`src/rtl/uart_cmd_responder_if.sv`:
```
// uart_cmd_responder_if: byte-stream and register-port signals of the UART command responder
interface uart_cmd_responder_if;
  logic [7:0] rx_data;
  logic       rx_valid;
  logic [7:0] tx_data;
  logic       tx_wr;
  logic       tx_full;
  logic [7:0] reg_addr;
  logic [7:0] reg_wdata;
  logic       reg_we;
  logic       reg_re;
  logic [7:0] reg_rdata;
  logic       busy;
  logic       frame_err;
  logic       timeout_err;
  logic       overrun_err;
  modport slave (
    input  rx_data, rx_valid, tx_full, reg_rdata,
    output tx_data, tx_wr, reg_addr, reg_wdata, reg_we, reg_re, busy, frame_err, timeout_err, overrun_err
  );
  modport master (
    output rx_data, rx_valid, tx_full, reg_rdata,
    input  tx_data, tx_wr, reg_addr, reg_wdata, reg_we, reg_re, busy, frame_err, timeout_err, overrun_err
  );
endinterface

```
`src/rtl/uart_cmd_responder.sv`:
```
// uart_cmd_responder: parses host read/write frames, drives the register port, returns ACK/NAK responses
module uart_cmd_responder #(
  parameter int          TIMEOUT_CYCLES = 100000,
  parameter logic [7:0]  SYNC_BYTE      = 8'hA5,
  parameter logic [7:0]  ACK_BYTE       = 8'h5A,
  parameter logic [7:0]  NAK_BYTE       = 8'hEE
) (
  input logic clk,
  input logic rst,
  uart_cmd_responder_if.slave bus
);
  localparam int CW = $clog2(TIMEOUT_CYCLES + 1);
  typedef enum logic [3:0] {HUNT, CMD, ADDR, DATA, CHK, EXEC, RDWAIT, RESP0, RESP1} state_t;
  state_t state, state_n;
  logic [CW-1:0] cnt;
  logic [7:0] addr_q, wdata_q, chk, resp0, resp1;
  logic is_rd, two, in_frame, timeout, ok_cmd, acc;
  assign in_frame = state inside {CMD, ADDR, DATA, CHK};
  assign timeout  = in_frame && cnt == CW'(TIMEOUT_CYCLES);
  assign ok_cmd   = bus.rx_data == 8'h01 || bus.rx_data == 8'h02;
  assign acc      = bus.rx_valid && !timeout;
  assign bus.busy        = state != HUNT;
  assign bus.reg_addr    = addr_q;
  assign bus.reg_wdata   = wdata_q;
  assign bus.reg_we      = state == EXEC && !is_rd;
  assign bus.reg_re      = state == EXEC && is_rd;
  assign bus.tx_wr       = (state == RESP0 || state == RESP1) && !bus.tx_full;
  assign bus.tx_data     = state == RESP1 ? resp1 : state == RESP0 ? resp0 : 8'h00;
  assign bus.frame_err   = acc && ((state == CMD && !ok_cmd) || (state == CHK && bus.rx_data != chk));
  assign bus.timeout_err = timeout;
  assign bus.overrun_err = bus.rx_valid && state inside {EXEC, RDWAIT, RESP0, RESP1};
  // state register and inter-byte idle counter, which only runs while a frame is open
  always_ff @(posedge clk) begin
    state <= rst ? HUNT : state_n;
    cnt   <= (rst || !in_frame || bus.rx_valid || timeout) ? '0 : cnt + 1'b1;
  end
  // next-state: a timeout overrides whatever byte arrives in the same cycle
  always_comb begin
    state_n = state;
    if (timeout) state_n = HUNT;
    else
      case (state)
        HUNT:    if (bus.rx_valid && bus.rx_data == SYNC_BYTE) state_n = CMD;
        CMD:     if (bus.rx_valid) state_n = ok_cmd ? ADDR : RESP0;
        ADDR:    if (bus.rx_valid) state_n = is_rd ? CHK : DATA;
        DATA:    if (bus.rx_valid) state_n = CHK;
        CHK:     if (bus.rx_valid) state_n = bus.rx_data == chk ? EXEC : RESP0;
        EXEC:    state_n = is_rd ? RDWAIT : RESP0;
        RDWAIT:  state_n = RESP0;
        RESP0:   if (!bus.tx_full) state_n = two ? RESP1 : HUNT;
        RESP1:   if (!bus.tx_full) state_n = HUNT;
        default: state_n = HUNT;
      endcase
  end
  // frame field latches, running checksum and response bytes
  always_ff @(posedge clk) begin
    if (rst) begin
      addr_q  <= 8'h00;
      wdata_q <= 8'h00;
      chk     <= 8'h00;
      resp0   <= 8'h00;
      resp1   <= 8'h00;
      two     <= 1'b0;
      is_rd   <= 1'b0;
    end else if (state == CMD && acc) begin
      is_rd <= bus.rx_data == 8'h02;
      chk   <= bus.rx_data;
      resp0 <= NAK_BYTE;
      two   <= 1'b0;
    end else if (state == ADDR && acc) begin
      addr_q <= bus.rx_data;
      chk    <= chk ^ bus.rx_data;
    end else if (state == DATA && acc) begin
      wdata_q <= bus.rx_data;
      chk     <= chk ^ bus.rx_data;
    end else if (state == CHK && acc) begin
      resp0 <= NAK_BYTE;
      two   <= 1'b0;
    end else if (state == EXEC) begin
      resp0 <= ACK_BYTE;
      two   <= 1'b0;
    end else if (state == RDWAIT) begin
      resp0 <= ACK_BYTE;
      resp1 <= bus.reg_rdata;
      two   <= 1'b1;
    end
  end
endmodule

```
`src/flat_wrapper.sv`:
```
// flat-port wrapper written by rule: the top's interface ports become plain ports
module uart_cmd_responder_flat 
#(
  parameter int          TIMEOUT_CYCLES = 100000,
  parameter logic [7:0]  SYNC_BYTE      = 8'hA5,
  parameter logic [7:0]  ACK_BYTE       = 8'h5A,
  parameter logic [7:0]  NAK_BYTE       = 8'hEE
)
  (clk, rst, bus_rx_data, bus_rx_valid, bus_tx_full, bus_reg_rdata, bus_tx_data, bus_tx_wr, bus_reg_addr, bus_reg_wdata, bus_reg_we, bus_reg_re, bus_busy, bus_frame_err, bus_timeout_err, bus_overrun_err);
  uart_cmd_responder_if bus_i ();
  input logic clk;
  input logic rst;
  input wire logic [$bits(bus_i.rx_data)-1:0] bus_rx_data;
  input wire logic [$bits(bus_i.rx_valid)-1:0] bus_rx_valid;
  input wire logic [$bits(bus_i.tx_full)-1:0] bus_tx_full;
  input wire logic [$bits(bus_i.reg_rdata)-1:0] bus_reg_rdata;
  output wire logic [$bits(bus_i.tx_data)-1:0] bus_tx_data;
  output wire logic [$bits(bus_i.tx_wr)-1:0] bus_tx_wr;
  output wire logic [$bits(bus_i.reg_addr)-1:0] bus_reg_addr;
  output wire logic [$bits(bus_i.reg_wdata)-1:0] bus_reg_wdata;
  output wire logic [$bits(bus_i.reg_we)-1:0] bus_reg_we;
  output wire logic [$bits(bus_i.reg_re)-1:0] bus_reg_re;
  output wire logic [$bits(bus_i.busy)-1:0] bus_busy;
  output wire logic [$bits(bus_i.frame_err)-1:0] bus_frame_err;
  output wire logic [$bits(bus_i.timeout_err)-1:0] bus_timeout_err;
  output wire logic [$bits(bus_i.overrun_err)-1:0] bus_overrun_err;
  assign bus_i.rx_data = bus_rx_data;
  assign bus_i.rx_valid = bus_rx_valid;
  assign bus_i.tx_full = bus_tx_full;
  assign bus_i.reg_rdata = bus_reg_rdata;
  assign bus_tx_data = bus_i.tx_data;
  assign bus_tx_wr = bus_i.tx_wr;
  assign bus_reg_addr = bus_i.reg_addr;
  assign bus_reg_wdata = bus_i.reg_wdata;
  assign bus_reg_we = bus_i.reg_we;
  assign bus_reg_re = bus_i.reg_re;
  assign bus_busy = bus_i.busy;
  assign bus_frame_err = bus_i.frame_err;
  assign bus_timeout_err = bus_i.timeout_err;
  assign bus_overrun_err = bus_i.overrun_err;
  uart_cmd_responder #(.TIMEOUT_CYCLES(TIMEOUT_CYCLES), .SYNC_BYTE(SYNC_BYTE), .ACK_BYTE(ACK_BYTE), .NAK_BYTE(NAK_BYTE)) u_core (.clk(clk), .rst(rst), .bus(bus_i));
endmodule
```
`config.mk`:
```
export PLATFORM = sky130hd
export DESIGN_NAME = uart_cmd_responder_flat
export DESIGN_NICKNAME = d
export VERILOG_FILES = /design/src/rtl/uart_cmd_responder_if.sv /design/src/rtl/uart_cmd_responder.sv /design/src/flat_wrapper.sv
export SDC_FILE = /design/constraint.sdc
export NUM_CORES = 1
export LEC_CHECK = 0
export CORE_MARGIN = 1.5
export CORE_UTILIZATION = 30
export CTS_BUF_LIST = sky130_fd_sc_hd__clkbuf_4
export DETAILED_ROUTE_END_ITERATION = 8
export PLACE_DENSITY = 0.58
export SLEW_MARGIN = 20
export SYNTH_ARGS = -nofsm -noshare
export SYNTH_HDL_FRONTEND = slang
export SYNTH_SLANG_ARGS = --single-unit
```
`constraint.sdc`:
```
create_clock -name clk -period 2.1 [get_ports clk]
set_input_delay 0.42 -clock clk [delete_from_list [all_inputs] [get_ports clk]]
set_output_delay 0.42 -clock clk [all_outputs]
set_load 0.05 [all_outputs]
```
# --- Word level (Yosys, flattened, before mapping) ---
# Cells that the tools add are included.
# W data, S select, Z words.
classes:
  n_addsub: 1
  n_eq_ne: 23
  muxes: 27
  bitwise_logic: 6
  reduce_logical: 40
op_table:
  columns: ["op", "n"]
  rows:
  - ["$mux W8", 11]
  - ["$pmux W4 S9", 1]
  - ["$mux W4", 8]
  - ["$add A17 B1 Y17 const B", 1]
  - ["$eq A17 B17 Y1 const B", 1]
  - ["$eq A4 B3 Y1 const B", 4]
  - ["$reduce_bool A4 Y1", 4]
  - ["$logic_and A1 B1 Y1", 14]
  - ["$ne A2 B2 Y1 const B", 6]
  - ["$reduce_and A3 Y1", 3]
  - ["$eq A4 B2 Y1 const B", 2]
  - ["$eq A8 B1 Y1 const B", 1]
  - ["$eq A8 B2 Y1 const B", 1]
  - ["$eq A8 B8 Y1", 1]
  - ["$eq A8 B8 Y1 const B", 1]
  - ["$ne A8 B8 Y1", 1]
  - ["$xor A8 B8 Y8", 1]
  - ["$reduce_and A7 Y1", 1]
  - ["$logic_or A1 B1 Y1", 6]
  - ["$mux W3", 2]
  - ["$ne A2 B1 Y1 const B", 3]
  - ["$reduce_and A6 Y1", 1]
  - ["$reduce_bool A3 Y1", 2]
  - ["$logic_not A1 Y1", 5]
  - ["other kinds (8)", 16]
totals:
  register_bits: 63
  input_bits: 20
  output_inout_bits: 31

# --- Longest topological paths before layout ---
# Gate-level depths: netlist of the first run.
depth:
  ltp_word: 10
  ltp_mapped: 9

# --- Least setup slack after synthesis of the first run ---
# No wires, ideal clock.
synth_path:
  kind: "reg-to-output"
  startpoint: "register u_core.cnt[0]"
  endpoint: "output port bus_frame_err"
  t_arrival_ns: 2.171
  t_required_ns: 1.680
  path_slack_ns: -0.491
  path_stages_with_launch: 9
  path_cell_list: "dfxtp_1 -> inv_1 -> ha_1 -> and4b_1 -> nand4_2 -> o21ai_2 -> buf_4 -> buf_6 -> a21oi_1"
synth_via:
  elab_chain_cells: 5
synth_lines:
  columns: ["element", "line_no", "rtl"]
  rows:
  - ["start: declaration", "uart_cmd_responder.sv:15", "logic [CW-1:0] cnt;"]
  - ["start signal: assignment", "uart_cmd_responder.sv:35", "cnt <= (rst || !in_frame || bus.rx_valid || timeout) ? '0 : cnt + 1'b1;"]
  - ["$eq A17 B17 Y1", "uart_cmd_responder.sv:19", "assign timeout = in_frame && cnt == CW'(TIMEOUT_CYCLES);"]
  - ["$logic_and A1 B1 Y1", "uart_cmd_responder.sv:19", null]
  - ["$logic_not A1 Y1", "uart_cmd_responder.sv:21", "assign acc = bus.rx_valid && !timeout;"]
  - ["$logic_and A1 B1 Y1", "uart_cmd_responder.sv:21", null]
  - ["$logic_and A1 B1 Y1", "uart_cmd_responder.sv:29", "assign bus.frame_err = acc && ((state == CMD && !ok_cmd) || (state == CHK && bus.rx_data != chk));"]
  - ["end: declaration", "flat_wrapper.sv:24", "output wire logic [$bits(bus_i.frame_err)-1:0] bus_frame_err;"]
# No other way between the ends.

# --- Worst setup path in the final report of the first run ---
layout_path:
  startpoint: "register u_core.state[0]"
  endpoint: "output port bus_frame_err"
layout_via:
  elab_chain_cells: 6
  elab_cells_between_ends: 12
layout_lines:
  columns: ["element", "line_no", "rtl"]
  rows:
  - ["start: declaration", "uart_cmd_responder.sv:14", "state_t state, state_n;"]
  - ["start signal: assignment", "uart_cmd_responder.sv:34", "state <= rst ? HUNT : state_n;"]
  - ["$eq A4 B1 Y1, or another cell as far along", "uart_cmd_responder.sv:18, uart_cmd_responder.sv:29", null]
  - ["$reduce_bool A4 Y1", "uart_cmd_responder.sv:18", "assign in_frame = state inside {CMD, ADDR, DATA, CHK};"]
  - ["$logic_and A1 B1 Y1", "uart_cmd_responder.sv:19", null]
  - ["$logic_not A1 Y1", "uart_cmd_responder.sv:21", null]
  - ["$logic_and A1 B1 Y1", "uart_cmd_responder.sv:21", null]
  - ["$logic_and A1 B1 Y1 (*)", "uart_cmd_responder.sv:29", null]
# Every way passes the cells marked *; elsewhere a longest branch is shown, timed or not.

==> impl_metrics.csv, run 1 <==
group,metric,value,unit
run_status,status,"complete, but fails checks",
run_status,violations,"setup timing",
cells_and_area,finalInstanceArea,4550,µm²
sta,min_period,2.23,ns
cells_and_area,final_core_util,0.468,
synth,synth_fp_nets,381,
cts,clk_transition_reported_paths,0.11,ns
cts,cts_sinks,58,
synth,yosysTopAreaCell,"dfxtp_1",
drt,wire_per_inst,13.5,µm
synth,synth_ff_type,"dfxtp_1",
worst_setup_path,path_buf_inv,4,
worst_setup_path,cp_slowest_cell,"dfxtp_4",
synth,synthesis.area_per_instance,8.38,µm²
drt,ant_nets,0,
sta,finalHoldViolCount,0,
worst_setup_path,critPathKind,"reg2out",
power_and_ir_drop,ir_drop,0.000240,V
drt,drtIter0Drc,125,
cells_and_area,layout_commonest_cell,"dfxtp_1",
cells_and_area,area_growth,51.4,%
cts,numCtsBuffers,9,
worst_setup_path,required,1.68,ns
worst_setup_path,worstSetupStartpointType,"flip-flop",
drt,routed_via_density,4.83,
drt,route.detailed.drc,0,
power_and_ir_drop,power.density,445,nW/µm²
floorplanning,die_h,103,µm
synth,async_reset_ff_frac,0,
grt,antenna_found_initial,0,
sta,setup_viol,9,
worst_setup_path,cp_top_family,"buffers and inverters",
worst_setup_path,path_cells,"buf_8 -> buf_12 -> nor2_4 -> o211ai_1 -> buf_4 -> a21oi_4 -> buf_6",
worst_setup_path,critical_path.max_fanout,9,
placement,placed_cell_area,3970,µm²
synth,ys_types,49,
synth,synth.area.top_cells,"dfxtp_1 39%, nand2_1 7.9%, nor2_1 6.0%",
grt,grt_first_pass_wirelength,13.1,mm
drt,wirelength,7.95,mm
hold_path,hold_class,"in2reg",
synth,synth_cells,359,
sta,fin_setup_tns,-0.739,ns
grt,grt_pass1_vias,2675,
cts,clock_latency,0.41,ns
sta,maxSlewHeadroom,0.640,
sta,max_freq,0.449,GHz
cells_and_area,fin_nets,472,
floorplanning,initial_core_util,0.309,
grt,grt_overflow_total,0,
power_and_ir_drop,leakagePower,1.84,nW
cts,h-tree-depth,3,
synth,synth_area,3010,µm²
cts,root_buffer,"clkbuf_4",
sta,final_max_slew_viol_count,0,
cells_and_area,final_cell_mix,"52 x dfxtp_1, 49 x nand2_1, 43 x nor2_1",
synth,synth_warnings,0,
worst_setup_path,max_stage_delay,0.38,ns
worst_setup_path,arrival,1.81,ns
placement,hpwlAfterDp,5.39,mm
drt,dr.pass1.iters,4,
cts,clockBufferDepth,2,
sta,fin_ws,-0.127,ns
cts,cts_tree,"built",
cells_and_area,antenna_cells,0,
sta,worst_pin_slew,0.538,ns
power_and_ir_drop,p_total,2.03,mW
flow_run,drv_cap,0,
grt,grt_start_max_net_pins,36,
sta,fin_crit_sh,1.06,
placement,finalWeightedCongestion,0.921,
placement,io_buffer_count,50,
floorplanning,die_x,103,µm
floorplanning,die_area,10600,µm²
synth,synth_seq_area_share,0.386,
floorplanning,io_pins,51,
worst_setup_path,endpoint_kind,"output port",
drt,vias,2840,
sta,rsz0062_at_grt,"yes",
synth,synth-edff-count,0,
cells_and_area,layout-drive-gt1-share,0.314,
synth,synth-seq-cells,58,
floorplanning,rows,36,
floorplanning,core,9730,µm²
synth,synth.top_cell.area_share,0.386,
grt,grt_usage,0.159,
sta,skew,0.0174,ns
==> flip-flops by register name, summed over array words and instances (netlist names) <==
register / cells
u_core.cnt: 17
u_core.bus.reg_addr: 8
u_core.bus.reg_wdata: 8
u_core.chk: 8
u_core.resp1: 8
u_core.state: 4
u_core.resp0: 3
u_core.is_rd: 1
u_core.two: 1
==> tightest hold or removal path: cells and delay by family <==
family | cells | cell delay, ns
buf+inv | 2 | 0.25
simple gates | 1 | 0.07
mux | 1 | 0.06
==> cell families after synthesis <==
group           count (synthesis)  synth area share
simple gates                  167             0.268
compound gates                 54             0.128
mux                            26            0.0902
flops                          58             0.386
xor+xnor                       25            0.0728
buf+inv                        27            0.0474
fa+ha+maj                       2           0.00831
==> cell usage after synthesis, types with 2 or more instances <==
cell type	count
o32ai_1	8
nor2b_1	4
o211ai_4	2
mux2i_1	17
nand2_1	63
buf_2	3
a21oi_1	23
or3_1	4
ha_1	2
xnor2_1	16
nor2_1	48
o21ai_0	7
and4b_1	2
buf_6	3
o211ai_1	2
nand3_1	8
dfxtp_1	58
mux2_2	9
nor3_1	10
clkbuf_1	13
nor4b_1	2
a22o_1	2
and3_1	4
nand4_1	8
nand2b_1	3
inv_1	6
xor2_1	9
and4_1	2
==> repair_timing <==
| item | 4_1_cts | 5_1_grt |
|---|---|---|
| gates cloned | 1 | 0 |
| endpoints found under the setup margin | 15 | 18 |
| hold buffers | 0 | 0 |
| buffers inserted | 7 | 10 |
| gates resized for setup | 48 | 36 |
| pin swaps | 15 | 7 |
==> worst paths after layout <==
check	end	start	cells past startpoint	slack (ns)
max	bus_frame_err	u_core.state[0]$_SDFFE_PP0P_	7	-0.13
min reg2reg	u_core.resp1[0]$_SDFFE_PP0P_	u_core.resp1[0]$_SDFFE_PP0P_	2	0.47
max reg2reg	u_core.bus.reg_addr[0]$_SDFFE_PP0P_	u_core.cnt[13]$_SDFF_PP0_	7	0.09
min	u_core.bus.reg_wdata[3]$_SDFFE_PP0P_	bus_rx_data[3]	4	0.43
==> report_power, final <==
part | internal, mW | total [mW] | switching (mW)
combinational | 0.0710 | 0.137 | 0.0660
clock | 0.358 | 0.794 | 0.437
sequential | 1.10 | 1.10 | 0.000193
total | 1.52 | 2.03 | 0.503
==> per-layer routing <==
metal	wire length (µm)	up-vias	track usage
met5	0	-	0
met4	136	0	0.0759
met3	343	11	0.0305
met2	3600	78	0.244
met1	3860	1328	0.214
li1	-	1423	-
==> metrics by stage <==
stage	setup WS [ns]	hold WS, ns	std cells
3_5_place_dp	-0.361	0.444	555
2_1_floorplan	-0.174	0.432	359
6_report	-0.127	0.428	588
4_1_cts	-0.139	0.466	578
3_3_place_gp	-0.279	0.438	555
5_1_grt	-0.182	0.452	588
==> cell type report <==
type	instances	area, µm²
Tap cell	133	166
Inverter	6	22.5
Fill cell	950	5170
Multi-Input combinational cell	274	1960
Clock buffer	9	67.6
Sequential cell	58	1180
Clock inverter	7	70.1
Timing Repair Buffer	101	1090
Note: power is estimated with default switching activity, not from simulation.
==> run 2, diff against run 1 <==
--- a/config.mk
+++ b/config.mk
@@ -9,7 +9,7 @@
 export CORE_UTILIZATION = 30
 export CTS_BUF_LIST = sky130_fd_sc_hd__clkbuf_4
 export DETAILED_ROUTE_END_ITERATION = 8
-export PLACE_DENSITY = 0.58
+export PLACE_DENSITY = 0.51
 export SLEW_MARGIN = 20
 export SYNTH_ARGS = -nofsm -noshare
 export SYNTH_HDL_FRONTEND = slang
==> run 2 against run 1 <==
The run still ends with setup timing left. Critical path type unchanged. Clock power fell by 2%. Critical path depth unchanged. First-iteration DRC count down 7.2%. Utilization decreased by 0.80 points. Largest power group unchanged. Clock skew is 0.0031 ns lower.
==> impl_metrics.csv, run 2 (synthesis gave the netlist of run 1 again) <==
group,metric,value,unit
placement,placed_cell_area,4030,µm²
grt,antenna_found_initial,0,
grt,busiest_layer,"met2",
sta,worst_pin_slew,0.538,ns
hold_path,hold_class,"in2reg",
grt,grt_first_pass_wirelength,12.6,mm
cells_and_area,finalInstanceArea,4480,µm²
cts,h-tree-depth,3,
drt,drtIter0Drc,116,
worst_setup_path,critical_path.max_fanout,3,
cts,cts_tree,"built",
cts,numCtsBuffers,9,
sta,fin_setup_tns,-0.343,ns
cells_and_area,largest_register,"u_core.cnt",
sta,max_freq,0.456,GHz
placement,finalWeightedCongestion,0.782,
sta,final_max_slew_viol_count,0,
worst_setup_path,ff2ff_setup_slack,0.26,ns
cells_and_area,fin_nets,467,
cts,root_buffer,"clkbuf_4",
cells_and_area,final_cell_mix,"51 x dfxtp_1, 48 x nand2_1, 43 x nor2_1",
grt,grt_pass1_vias,2585,
sta,fin_crit_sh,1.05,
grt,grt_overflow_total,0,
floorplanning,die_h,103,µm
cells_and_area,fin_cells,582,
worst_setup_path,endpoint_kind,"output port",
power_and_ir_drop,leakagePower,1.82,nW
worst_setup_path,arrival,1.77,ns
drt,ant_nets,0,
placement,io_buffer_count,50,
placement,hpwlAfterDp,5.33,mm
worst_setup_path,max_stage_delay,0.33,ns
power_and_ir_drop,ir_drop,0.000241,V
drt,wirelength,7.76,mm
grt,grt_start_max_net_pins,36,
cells_and_area,largest_reg_flops,17,
cts,clk_transition_reported_paths,0.11,ns
floorplanning,rows,36,
sta,maxSlewHeadroom,0.640,
hold_path,hold_depth,3,
floorplanning,initial_core_util,0.309,
worst_setup_path,path_cells,"inv_1 -> ha_1 -> and4b_2 -> nand4_4 -> o21ai_4 -> a21oi_2 -> buf_6",
cts,clockBufferDepth,2,
floorplanning,die_area,10600,µm²
grt,met3_usage,0.0285,
placement,place_ws,-0.298,ns
cells_and_area,layout_commonest_cell,"dfxtp_1",
cts,cts_hold_buf,0,
worst_setup_path,r2r_cells,9,
sta,rsz0062_at_grt,"yes",
sta,skew,0.0144,ns
grt,grt_use_met1,0.207,
worst_setup_path,cp_slowest_cell,"dfxtp_2",
power_and_ir_drop,power.density,447,nW/µm²
cells_and_area,layout-drive-gt1-share,0.307,
sta,fin_ws,-0.0946,ns
floorplanning,core,9730,µm²
sta,setup_viol,9,
drt,dr.pass1.iters,4,
drt,route.detailed.drc,0,
worst_setup_path,required,1.68,ns
cells_and_area,area_growth,48.8,%
run_status,status,"complete, but fails checks",
cells_and_area,final_core_util,0.460,
sta,min_period,2.19,ns
drt,wire_per_inst,13.3,µm
sta,finalHoldViolCount,0,
cells_and_area,antenna_cells,0,
grt,grtUsageMet2,0.238,
flow_run,drv_cap,0,
placement,place_inst,560,
grt,grt_usage,0.154,
floorplanning,die_x,103,µm
drt,vias,2780,
cts,cts_sinks,58,
worst_setup_path,worstSetupStartpointType,"flip-flop",
run_status,violations,"setup timing",
worst_setup_path,critPathKind,"reg2out",
cts,clock_latency,0.41,ns
floorplanning,io_pins,51,
drt,routed_via_density,4.78,
run 2: area by class of cell:
type | count | area [µm²]
repair buffers | 96 | 1030
multi-input cells | 274 | 1950
flip-flops and latches | 58 | 1170
inverters | 6 | 22.5
clock buffers | 9 | 67.6
clock inverters | 6 | 58.8
fillers | 988 | 5250
well taps | 133 | 166
run 2: report_power, final:
group / switching (mW) / internal [mW]
logic: 0.0634 / 0.0661
registers: 0.000189 / 1.10
clock network: 0.424 / 0.350
run 2: through the flow:
stage | power, mW | hold WS (ns)
6_report | 2.00 | 0.454
5_1_grt | 2.09 | 0.448
3_5_place_dp | 1.26 | 0.446
2_1_floorplan | 1.18 | 0.432
4_1_cts | 2.03 | 0.421
3_3_place_gp | 1.26 | 0.437
run 2: final timing paths:
path	from	to
setup / recovery	u_core.cnt[0]$_SDFF_PP0_	bus_frame_err
hold / removal	bus_rx_data[6]	u_core.bus.reg_addr[6]$_SDFFE_PP0P_
setup reg to reg	u_core.cnt[0]$_SDFF_PP0_	u_core.cnt[15]$_SDFF_PP0_
hold reg to reg	u_core.resp1[0]$_SDFFE_PP0P_	u_core.resp1[0]$_SDFFE_PP0P_
run 2: worst max-delay path: cells and delay by family, from the launching register on:
family,cells,cell delay [ns]
fa+ha+maj,1,0.17
compound gates,2,0.25
buf+inv,2,0.22
flops,1,0.33
simple gates,2,0.40
run 2: layer usage:
metal  share of wire  wire, µm  up-vias
li1                -         -     1422
met1            0.48      3740     1291
met2            0.46      3590       56
met3           0.037       286       11
met4           0.019       146        0
met5               0         0        -
run 2: timing repair:
item,CTS,global route
endpoints found under the setup margin,15,15
pin swaps,16,16
gates cloned,1,0
setup buffers,5,3
resized for setup,51,30
